==> config.mk <==
export PLATFORM = sky130hd
export DESIGN_NAME = hs4_sync_dest
export DESIGN_NICKNAME = d
export VERILOG_FILES = /design/src/rtl/hs4_sync_pkg.sv /design/src/rtl/hs_bit_sync.sv /design/src/rtl/hs4_sync_dest.sv
export SDC_FILE = /design/constraint.sdc
export NUM_CORES = 1
export LEC_CHECK = 0
export BUFFER_PORTS_ARGS = -buffer_cell sky130_fd_sc_hd__buf_2
export CORE_ASPECT_RATIO = 0.9
export CORE_UTILIZATION = 49
export CTS_CLUSTER_DIAMETER = 80
export DETAILED_ROUTE_END_ITERATION = 6
export PLACE_DENSITY = 0.83
export SYNTH_ARGS = -nofsm -noshare
export SYNTH_HDL_FRONTEND = slang
export SYNTH_HIERARCHICAL = 1
export SYNTH_SLANG_ARGS = --single-unit
==> constraint.sdc <==
create_clock -name clk_dest -period 2.9 [get_ports clk_dest]
set_clock_uncertainty 0.2 [all_clocks]
set_input_delay 0.145 -clock clk_dest [delete_from_list [all_inputs] [get_ports clk_dest]]
set_output_delay 0.145 -clock clk_dest [all_outputs]
set_load 0.1 [all_outputs]
==> src/rtl/hs4_sync_pkg.sv <==
// hs4_sync_pkg: shared types and constants for the 4-phase req/ack bus
// synchronizer (destination side and its bit synchronizer).
//   hs4_state_e     : destination FSM states (IDLE, HOLD, ACK), 2-bit.
//   HS4_SYNC_STAGES : flop count of the single-bit synchronizer.
//   hs4_cnt_width() : width of the ACK-state timeout counter.
package hs4_sync_pkg;

  typedef enum logic [1:0] {
    IDLE = 2'd0,
    HOLD = 2'd1,
    ACK  = 2'd2
  } hs4_state_e;

  localparam int unsigned HS4_SYNC_STAGES = 2;

  // Counter must hold 0 .. cycles-1.
  function automatic int unsigned hs4_cnt_width(input int unsigned cycles);
    return (cycles > 1) ? $clog2(cycles) : 1;
  endfunction

endpackage

==> src/rtl/hs_bit_sync.sv <==
// hs_bit_sync: multi-flop single-bit synchronizer (HS4_SYNC_STAGES flops),
// asynchronous active-low reset to 0.
//   clk   : destination clock
//   rst_n : asynchronous active-low reset
//   d     : asynchronous input level
//   q     : synchronized level
module hs_bit_sync
  import hs4_sync_pkg::*;
(
  input  logic clk,
  input  logic rst_n,
  input  logic d,
  output logic q
);

  logic [HS4_SYNC_STAGES-1:0] sync_q;

  always_ff @(posedge clk or negedge rst_n) begin
    if (!rst_n) sync_q <= '0;
    else        sync_q <= {sync_q[HS4_SYNC_STAGES-2:0], d};
  end

  assign q = sync_q[HS4_SYNC_STAGES-1];

endmodule

==> src/rtl/hs4_sync_dest.sv <==
// hs4_sync_dest: destination half of a 4-phase req/ack bus synchronizer.
// Synchronizes src_req into clk_dest, captures the source-held src_data and
// offers it on a valid/ready interface, then returns a registered ack level.
//   clk_dest    : destination clock
//   rst_dest_n  : asynchronous active-low reset
//   src_req     : asynchronous request level from the source domain
//   src_data    : source data, stable from src_req rise until dest_ack high
//   dest_valid  : captured word available
//   dest_ready  : consumer accepts the word
//   dest_data   : captured word (changes only on capture)
//   dest_ack    : ack level back to the source domain (registered)
//   dest_busy   : high whenever the FSM is not IDLE
//   dest_err    : sticky ACK timeout flag
// Optional feature: define HS4_TIMEOUT_EN to bound the ACK wait to
// TIMEOUT_CYCLES clk_dest cycles; otherwise dest_err is tied 0.
module hs4_sync_dest
  import hs4_sync_pkg::*;
#(
  parameter int unsigned DATA_W         = 32,
  parameter int unsigned TIMEOUT_CYCLES = 1024
) (
  input  logic              clk_dest,
  input  logic              rst_dest_n,
  input  logic              src_req,
  input  logic [DATA_W-1:0] src_data,
  output logic              dest_valid,
  input  logic              dest_ready,
  output logic [DATA_W-1:0] dest_data,
  output logic              dest_ack,
  output logic              dest_busy,
  output logic              dest_err
);

  if (TIMEOUT_CYCLES < 2) begin : g_bad_timeout
    $error("hs4_sync_dest: TIMEOUT_CYCLES must be >= 2");
  end

  logic                       req_s;
  hs4_state_e                 state;
  logic                       armed;
  logic [HS4_SYNC_STAGES-1:0] warm;

  hs_bit_sync u_req_sync (
    .clk   (clk_dest),
    .rst_n (rst_dest_n),
    .d     (src_req),
    .q     (req_s)
  );

`ifdef HS4_TIMEOUT_EN
  localparam int unsigned     CNT_W   = hs4_cnt_width(TIMEOUT_CYCLES);
  localparam logic [CNT_W-1:0] CNT_MAX = CNT_W'(TIMEOUT_CYCLES - 1);

  logic [CNT_W-1:0] ack_cnt;
  logic             err_q;

  assign dest_err = err_q;
`else
  assign dest_err = 1'b0;
`endif

  always_ff @(posedge clk_dest or negedge rst_dest_n) begin
    if (!rst_dest_n) begin
      state      <= IDLE;
      armed      <= 1'b0;
      warm       <= '0;
      dest_valid <= 1'b0;
      dest_data  <= '0;
      dest_ack   <= 1'b0;
      dest_busy  <= 1'b0;
`ifdef HS4_TIMEOUT_EN
      ack_cnt    <= '0;
      err_q      <= 1'b0;
`endif
    end else begin
      // The synchronizer flops reset to 0, so req_s reads low until they have
      // refilled from src_req; arming waits for that so a request held high
      // across reset is not mistaken for a fresh one.
      warm <= {warm[HS4_SYNC_STAGES-2:0], 1'b1};
      if (warm[HS4_SYNC_STAGES-1] && !req_s) armed <= 1'b1;

      case (state)
        IDLE: begin
          if (armed && req_s) begin
            dest_data  <= src_data;
            dest_valid <= 1'b1;
            dest_busy  <= 1'b1;
            state      <= HOLD;
          end
        end
        HOLD: begin
          // dest_valid is always high here; a req_s drop is ignored.
          if (dest_ready) begin
            dest_valid <= 1'b0;
            dest_ack   <= 1'b1;
            state      <= ACK;
`ifdef HS4_TIMEOUT_EN
            ack_cnt    <= '0;
`endif
          end
        end
        ACK: begin
          if (!req_s) begin
            dest_ack  <= 1'b0;
            dest_busy <= 1'b0;
            state     <= IDLE;
          end
`ifdef HS4_TIMEOUT_EN
          else if (ack_cnt == CNT_MAX) begin
            err_q     <= 1'b1;
            dest_ack  <= 1'b0;
            dest_busy <= 1'b0;
            armed     <= 1'b0;
            state     <= IDLE;
          end else begin
            ack_cnt <= ack_cnt + 1'b1;
          end
`endif
        end
        default: begin
          dest_valid <= 1'b0;
          dest_ack   <= 1'b0;
          dest_busy  <= 1'b0;
          state      <= IDLE;
        end
      endcase
    end
  end

endmodule

==> key figures, run 1 <==
Floorplanning
  • Die H: between 50 and 60 um
  • Site Rows: 19
  • CORE AREA: 0.00307 sq mm
  • Initial Util: between 50 and 60%
  • Ports: 72
  • Die area: about 0.0035 sq mm
  • Die width: ~62 um

Layout
  • Nets: roughly 250
  • Post-route cell area: 0.00235 sq mm
  • Multi-input gate area: between 400 and 500 sq um
  • Layout cells sized above 1: between 50% and 60%
  • P&R area growth vs syn: 48.3%
  • FF/Latch Area: around 0.0011 sq mm
  • # fillers: roughly 190
  • Antenna Cells: 0
  • Final core occ: roughly 77%

Clocking
  • # Post-CTS Setup Buffers: 0
  • H-tree Lvls: 2
  • Worst-path clk slew: roughly 100 ps
  • TritonCTS clock tree: yes
  • Clock buffer depth: 2
  • Clock latency on the worst-skew pair: roughly 320 ps
  • Clock tree root buffer cell: clkbuf_4
  • CTS Buf Count: 5
  • Clock Sinks: between 40 and 50

Synth
  • Yosys top cell by area: dfrtp_1
  • Yosys cell types: 18
  • Part of the Yosys area used for sequential elements: about two thirds
  • Synthesized area: approximately 0.0016 sq mm
  • Synth area leaders: dfrtp_1 (66%), mux2_2 (20%), mux2_1 (3.5%)
  • Mean Syn Cell Area: around 16 sq um
  • Ys Warns: 6
  • Synthesized flop and latch total: 42
  • Mapped Cells: 100
  • Share of the synthesized area in the top cell type: 66.2%
  • Mapped Nets: around 140

Routing
  • DR WL/cell: 13.7 um
  • Drt via density: 4.77
  • Remaining DRCs: 0
  • Detailed Route WL: approximately 3400 um
  • Via count: roughly 1200
  • Final ANT Viol Nets: 0
  • First-pass DRT Iterations: 4
  • 1st-iter DRT viols: 53

Timing
  • Final Critical Period: 1680 ps
  • RSZ-0062 raised after global routing: no
  • Final Hold Viols: 0
  • Final TNS setup: 0 ps
  • Final setup viols: 0
  • Fmax: slightly below 600 MHz
  • Slew @ Worst Pin: between 800 and 900 ps
  • Fin crit share: between 50% and 60%
  • Slew Limit Fails: 0
  • Slew margin rel.: 41.7%

Setup path
  • Critical path depth: 3
  • Crit start category: flop
  • R2R depth: 3
  • Top Family by Delay on Critical Path: flip-flops
  • Critical path endpoint: dest_data[13]
  • Data required, critical path: 2910 ps
  • Slowest CP cell: dfrtp_1
  • Worst Setup Path Type: reg -> reg
  • CP cell instances: nor3_4 -> buf_4 -> mux2_2
  • Critical Path Fanout Max: 17
  • R2r startpoint: state[0]
  • Bufs and invs on worst path: 1
  • Crit path from: state[0]
  • Critical Path End Type: flop
  • Worst Path Arrival: between 1500 and 2000 ps
  • Reg2reg end: dest_data[13]
  • Critical Path Max Stage Delay: just under 500 ps
  • FF-to-FF setup slack: about 1200 ps

Min path
  • Hold Crit Depth: 0
  • Hold crit path type: reg -> reg

GRT
  • Vias in the first global route: between 1000 and 1500
  • Global-route usage over all layers: 22.6%
  • First-pass GRT wire length: roughly 5500 um
  • Gr ovfl total: 0
  • Initial antenna violation count: 0
  • Largest net degree at the start of global routing: between 40 and 50

Job
  • MaxCap Viol Count: 0

Placed design
  • Detailed placer's ending HPWL: around 2100 um
  • Buffers added on ports: 70
  • Gpl congestion: ~0.66
  • DP Area: between 0.0015 and 0.002 sq mm

Run status
  • Status: complete, no violations
cell type report:
cell class | instances | share of cell area (%)
repair buffers | 107 | 30.4
flip-flops and latches | 42 | 44.6
clock buffers | 6 | 2.18
inverters | 3 | 0.478
well taps | 42 | 2.23
multi-input cells | 50 | 20.1
flip-flops by register name (all words and copies together) (netlist names):
signal and cells:
dest_ack 1, dest_data 32, dest_busy 1, state 2, armed 1, dest_valid 1, warm 2, u_req_sync/sync_q 2
through the flow:
step	std cells	worst slack (ps)	hold WS, ps
after floorplan	100	1310	-351
after global placement	209	1310	54.0
after detailed placement	209	1230	59.5
after CTS	250	1220	163
after global routing	250	1150	166
final	250	1220	159
layer usage:
metal | track usage (%) | part of all wire, % | up-vias
li1 | - | - | 559
met1 | 26.9 | 41 | 555
met2 | 37.1 | 50 | 68
met3 | 6.51 | 7.3 | 10
met4 | 9.52 | 2.4 | 0
met5 | 0 | 0 | -
layout by cell type, fill, tap and decap left out, drive strengths merged:
cell type | Yosys | routed
dfrtp | 42 | 42
dlygate4sd3 | 0 | 35
o32ai | 1 | 1
nand3b | 1 | 1
inv | 3 | 3
a21oi | 2 | 2
nor2 | 2 | 2
conb | 2 | 2
a21o | 1 | 1
buf | 5 | 72
nor3 | 1 | 1
clkbuf | 0 | 6
nand2 | 2 | 2
a31oi | 1 | 1
o21ai | 2 | 2
o31ai | 1 | 1
nand3 | 1 | 1
mux2 | 33 | 33
kinds of logic (layout without fill, tap and decap cells):
kind of cell | after synthesis | after routing | share of synthesized area, %
multiplexers | 33 | 33 | 23.4
other | 2 | 2 | 0.473
AND/OR/NAND/NOR | 7 | 7 | 2.76
buffers and inverters | 8 | 116 | 4.02
AO/OA/AOI/OAI | 8 | 8 | 3.15
flip-flops | 42 | 42 | 66.2
Yosys cell counts, drive strengths merged:
master / n
a31oi: 1
o32ai: 1
nand2: 2
nor2: 2
nand3b: 1
nand3: 1
o31ai: 1
mux2: 33
inv: 3
buf: 5
a21o: 1
a21oi: 2
dfrtp: 42
o21ai: 2
conb: 2
nor3: 1
timing repair:
action / 4_1_cts / 5_1_grt
endpoints found under the hold margin: 79 / 0
gates resized for setup: 0 / 0
hold buffers: 35 / 0
how the worst min path moves through the flow:
stage,endpoint,from,slack [ps]
4_1_cts,warm[1],warm[0],160
3_3_place_gp,u_req_sync/sync_q[0],src_req,50
3_5_place_dp,u_req_sync/sync_q[0],src_req,60
2_1_floorplan,armed,rst_dest_n,-350
6_report,warm[1],warm[0],160
5_1_grt,warm[1],warm[0],170
Power of run 1 is left out: the tool's default activity adds up to more than one toggle a clock period on the data nets, which glitch-free logic cannot reach.
==> run 2, diff against run 1 <==
--- a/config.mk
+++ b/config.mk
@@ -7,10 +7,10 @@
 export LEC_CHECK = 0
 export BUFFER_PORTS_ARGS = -buffer_cell sky130_fd_sc_hd__buf_2
 export CORE_ASPECT_RATIO = 0.9
-export CORE_UTILIZATION = 49
+export CORE_UTILIZATION = 41
 export CTS_CLUSTER_DIAMETER = 80
 export DETAILED_ROUTE_END_ITERATION = 6
-export PLACE_DENSITY = 0.83
+export PLACE_DENSITY = 0.74
 export SYNTH_ARGS = -nofsm -noshare
 export SYNTH_HDL_FRONTEND = slang
 export SYNTH_HIERARCHICAL = 1
==> constraint.sdc (replaced) <==
create_clock -name clk_dest -period 1.5 [get_ports clk_dest]
set_clock_uncertainty 0.2 [all_clocks]
set_input_delay 0.075 -clock clk_dest [delete_from_list [all_inputs] [get_ports clk_dest]]
set_output_delay 0.075 -clock clk_dest [all_outputs]
set_load 0.1 [all_outputs]
==> run 2 against run 1 <==
The run now ends with setup timing left. Fmax grew 4.1%. Cell count rose by 5.2%. Core utilization decreased by 5.0 points. Critical path depth rose by 2. Count of clock-buffer cells in the layout unchanged. Global-route usage decreased by 2.1 points. First-iteration DRC count increased by 32%. Routed wire length is 26% higher. Non-clock buffer count grew 8. Flip-flop and latch count is the same. Die area up 19%. Register-to-register slack got worse by 1300 ps.
==> key figures, run 2 (synthesis gave the netlist of run 1 again) <==
Timing
  • Slew @ Worst Pin: roughly 550 ps
  • Final TNS setup: -2840 ps
  • Fin crit share: 107%
  • Slew margin rel.: between 60% and 70%
  • Final Critical Period: roughly 1600 ps
  • Slew Limit Fails: 0
  • Final setup viols: 32
  • Final Hold Viols: 0
  • Worst hold slack: around 120 ps
  • Final WS setup: -112 ps
  • Fmax: about 620 MHz
  • RSZ-0062 raised after global routing: yes

Layout
  • FF/Latch Area: between 0.001 and 0.0015 sq mm
  • # fillers: about 230
  • Commonest non-fill, non-tap cell in the layout: buf_2
  • P&R area growth vs syn: 67.5%
  • Nets: 253
  • Max FFs per register: 32
  • Commonest cells after routing, fill and taps aside: buf_2 (70), dfrtp_1 (41), dlygate4sd3_1 (35)
  • Final core occ: between 70% and 80%
  • Post-route cell area: ~0.0027 sq mm
  • Top reg by flops: dest_data
  • Antenna Cells: 0
  • Layout cells sized above 1: between 50% and 60%
  • Multi-input gate area: 573 sq um

Setup path
  • CP cell instances: nand2_2 -> nor3_4 -> buf_6 -> buf_12 -> mux2_2
  • Critical Path Fanout Max: 8
  • Critical Path End Type: flop
  • Critical path depth: 5
  • Slowest CP cell: dfrtp_1
  • Crit start category: flop
  • Worst Path Arrival: 1590 ps
  • Bufs and invs on worst path: 2
  • Critical Path Max Stage Delay: around 370 ps
  • Top Family by Delay on Critical Path: flip-flops
  • Data required, critical path: between 1000 and 1500 ps
  • Worst Setup Path Type: reg -> reg
  • R2R depth: 5

Placed design
  • DP Area: 0.00202 sq mm
  • Gpl congestion: about 0.75
  • Buffers added on ports: 70
  • Detailed placer's ending HPWL: between 2000 and 2500 um

Floorplanning
  • CORE AREA: between 0.003 and 0.004 sq mm
  • Die H: a little over 60 um
  • Die width: between 60 and 70 um
  • Ports: slightly above 70
  • Initial Util: about 43%
  • Site Rows: 21
  • Die area: just over 0.004 sq mm

Clocking
  • Worst-path clk slew: about 70 ps
  • Clock latency on the worst-skew pair: 290 ps
  • H-tree Lvls: 2
  • CTS Buf Count: 5
  • Clock Sinks: 42
  • TritonCTS clock tree: yes
  • Clock buffer depth: 2
  • Clock tree root buffer cell: clkbuf_8

Min path
  • Hold crit path type: in -> async

Routing
  • 1st-iter DRT viols: 70
  • Remaining DRCs: 0
  • Drt via density: roughly 4.8
  • DR WL/cell: between 15 and 20 um
  • First-pass DRT Iterations: 4
  • Detailed Route WL: approximately 4300 um
  • Via count: 1257
  • Final ANT Viol Nets: 0

GRT
  • Largest net degree at the start of global routing: 24
  • Initial antenna violation count: 0
  • First-pass GRT wire length: 5710 um
  • Gr ovfl total: 0
  • Vias in the first global route: about 1200
  • Global-route usage over all layers: roughly a fifth

Job
  • MaxCap Viol Count: 0

Run status
  • Status: complete, but fails checks
  • Failing checks: setup timing
-- run 2: path summary, 6_finish.rpt --
kind / start / end / slack [ps]
setup / recovery: armed / dest_data[20] / -110
hold / removal: rst_dest_n / dest_data[13] / 120
setup reg to reg: armed / dest_data[20] / -110
hold reg to reg: warm[0] / warm[1] / 150
max in group asynchronous: rst_dest_n / dest_data[23] / 490
min in group clk_dest: warm[0] / warm[1] / 150
-- run 2: cell type report --
| cell class | count | area share, % |
|---|---|---|
| clock buffer | 6 | 3.11 |
| inverter | 3 | 0.424 |
| timing repair buffer | 115 | 32.0 |
| tap | 46 | 2.16 |
| clock inverter | 1 | 1.13 |
| sequential | 42 | 39.6 |
| multi-input combinational | 50 | 21.6 |
-- run 2: timing repair --
| action | 4_1_cts | 5_1_grt |
|---|---|---|
| gates resized for setup | 1 | 33 |
| pin swaps | 1 | 2 |
| setup endpoints to repair | 32 | 32 |
| hold endpoints to repair | 79 | 0 |
| gates cloned | 1 | 2 |
| setup buffers | 2 | 1 |
| hold buffers | 35 | 0 |
-- run 2: routing by layer --
metal	vias to the layer above	routed length (um)	GRT usage [%]
met2	51	2410	33.4
met3	14	217	6.11
met5	-	0	0
li1	575	-	-
met4	0	136	14.9
met1	617	1580	23.0
-- run 2: per-stage QoR --
step / instances / setup WS (ps)
after floorplan: 100 / -67.7
after global placement: 217 / -24.3
after detailed placement: 217 / -96.2
after CTS: 262 / -56.7
after global routing: 263 / -174
final: 263 / -112
Power of run 2 is left out for the same reason.
==> run 3, diff against run 2 <==
--- a/config.mk
+++ b/config.mk
@@ -10,7 +10,7 @@
 export CORE_UTILIZATION = 41
 export CTS_CLUSTER_DIAMETER = 80
 export DETAILED_ROUTE_END_ITERATION = 6
-export PLACE_DENSITY = 0.74
+export PLACE_DENSITY_LB_ADDON = 0.1
 export SYNTH_ARGS = -nofsm -noshare
 export SYNTH_HDL_FRONTEND = slang
 export SYNTH_HIERARCHICAL = 1
==> run 3 against run 2 <==
Non-clock buffer count is 5 higher. Worst hold slack got worse by 3.0 ps. First-iteration DRC count unchanged. Cell count rose by 1.9%. Global-route usage is 2.4 points lower. Critical endpoint is now dest_data[25]. Core utilization down 1.1 points. Fmax up 3.6%. The flow still finishes with violations (setup timing). Critical path depth down 1. Design area fell by 1.5%. Sequential share of layout area rose by 0.61 points. Critical path type unchanged.
==> key figures, run 3 (synthesis gave the netlist of run 1 again) <==
GRT
  • Global-route usage over all layers: a little under a fifth
  • Largest net degree at the start of global routing: 20
  • Gr ovfl total: 0
  • Initial antenna violation count: 0
  • First-pass GRT wire length: roughly 5200 um
  • Vias in the first global route: 1167

Setup path
  • Worst Setup Path Type: reg -> reg
  • Bufs and invs on worst path: 2
  • Data required, critical path: about 1500 ps
  • Top Family by Delay on Critical Path: flip-flops
  • CP cell instances: nor3_4 -> buf_6 -> buf_8 -> mux2_4
  • Critical Path Max Stage Delay: 410 ps
  • Slowest CP cell: dfrtp_1
  • Critical Path End Type: flop
  • Worst Path Arrival: 1520 ps
  • Critical path depth: 4
  • R2R depth: 4
  • Critical Path Fanout Max: 7
  • Crit start category: flop

Layout
  • FF/Latch Area: 0.00105 sq mm
  • Nets: around 260
  • P&R area growth vs syn: 64.9%
  • Antenna Cells: 0
  • Commonest non-fill, non-tap cell in the layout: buf_2
  • # fillers: ~250
  • Max FFs per register: 32
  • Top reg by flops: dest_data
  • Multi-input gate area: ~560 sq um
  • Commonest cells after routing, fill and taps aside: buf_2 (70), dfrtp_1 (41), dlygate4sd3_1 (36)
  • Layout cells sized above 1: 55.0%

Timing
  • Final WS setup: -56.6 ps
  • Final Critical Period: 1560 ps
  • Fin crit share: 104%
  • Final Hold Viols: 0
  • RSZ-0062 raised after global routing: yes
  • Final setup viols: 32
  • Fmax: about 640 MHz
  • Slew Limit Fails: 0
  • Final TNS setup: -1370 ps

Clocking
  • Clock Sinks: 42
  • TritonCTS clock tree: yes
  • Worst-path clk slew: about 70 ps
  • Clock latency on the worst-skew pair: 280 ps
  • H-tree Lvls: 2
  • CTS Buf Count: 5
  • Clock buffer depth: 2
  • Clock tree root buffer cell: clkbuf_8

Routing
  • 1st-iter DRT viols: 70
  • Remaining DRCs: 0
  • Detailed Route WL: approximately 3700 um
  • First-pass DRT Iterations: 4
  • Via count: 1239
  • Drt via density: 4.62
  • Final ANT Viol Nets: 0
  • DR WL/cell: between 10 and 15 um

Placed design
  • Gpl congestion: roughly 0.75
  • Buffers added on ports: 70
  • Detailed placer's ending HPWL: about 2100 um

Floorplanning
  • Die H: around 61 um
  • Die width: 67.6 um
  • Initial Util: a little over two fifths
  • CORE AREA: roughly 0.0037 sq mm
  • Die area: approximately 0.0041 sq mm
  • Site Rows: 21
  • Ports: 72

Run status
  • Failing checks: setup timing
  • Status: complete, but fails checks

Min path
  • Hold crit path type: in -> async

Job
  • MaxCap Viol Count: 0
[run 3: cell types whose count changed in the layout (fill, tap and decap cells not counted), moves of 2 or more]
cell / previous run / this run
mux2_4: 26 / 22
mux2_1: 0 / 3
buf_12: 3 / 0
buf_8: 0 / 3
buf_4: 4 / 8
clkbuf_1: 0 / 2
[run 3: path summary, 6_finish.rpt]
| path | from | to | slack [ps] |
|---|---|---|---|
| min reg2reg | u_req_sync/sync_q[0] | u_req_sync/sync_q[1] | 140 |
| min | rst_dest_n | dest_data[19] | 110 |
| min in group clk_dest | u_req_sync/sync_q[0] | u_req_sync/sync_q[1] | 140 |
| max reg2reg | state[0] | dest_data[25] | -60 |
| max | state[0] | dest_data[25] | -60 |
| max in group asynchronous | rst_dest_n | warm[0] | 180 |
[run 3: metal layers]
layer	track usage [%]	wire length, um	vias to the layer above
met4	8.21	53	0
met2	30.6	1970	43
met5	0	0	-
met3	4.81	184	7
li1	-	-	587
met1	21.8	1540	602
[run 3: area by class of cell]
class | instances | area share [%]
Clock buffer | 7 | 2.91
Inverter | 3 | 0.430
Multi-Input combinational cell | 50 | 21.3
Sequential cell | 42 | 40.2
Tap cell | 46 | 2.20
Timing Repair Buffer | 120 | 33.0
[run 3: what timing repair did]
item	in CTS	in global routing
gates cloned	2	1
pin swaps	1	0
gates resized for setup	13	19
endpoints found under the hold margin	79	0
hold buffers	36	0
setup endpoints to repair	32	32
buffers inserted	2	0
[run 3: worst reg2reg max path: stages (launching register included)]
cell and delay, ps:
dfrtp_1 410, nor3_4 210, buf_6 170, buf_8 150, mux2_4 300
[run 3: metrics by stage]
step                      hold slack (ps)  utilization [%]  worst slack, ps  area (sq um)  cells
final                                 114             70.7            -56.6          2620    268
after global routing                  152             70.7             -121          2620    268
after CTS                             119             68.1            -54.8          2520    267
after detailed placement             -260             54.4             -106          2010    220
after global placement               -264             54.4            -28.3          2010    220
after floorplan                      -421                -            -67.7          1590    100
Power of run 3 is left out for the same reason.
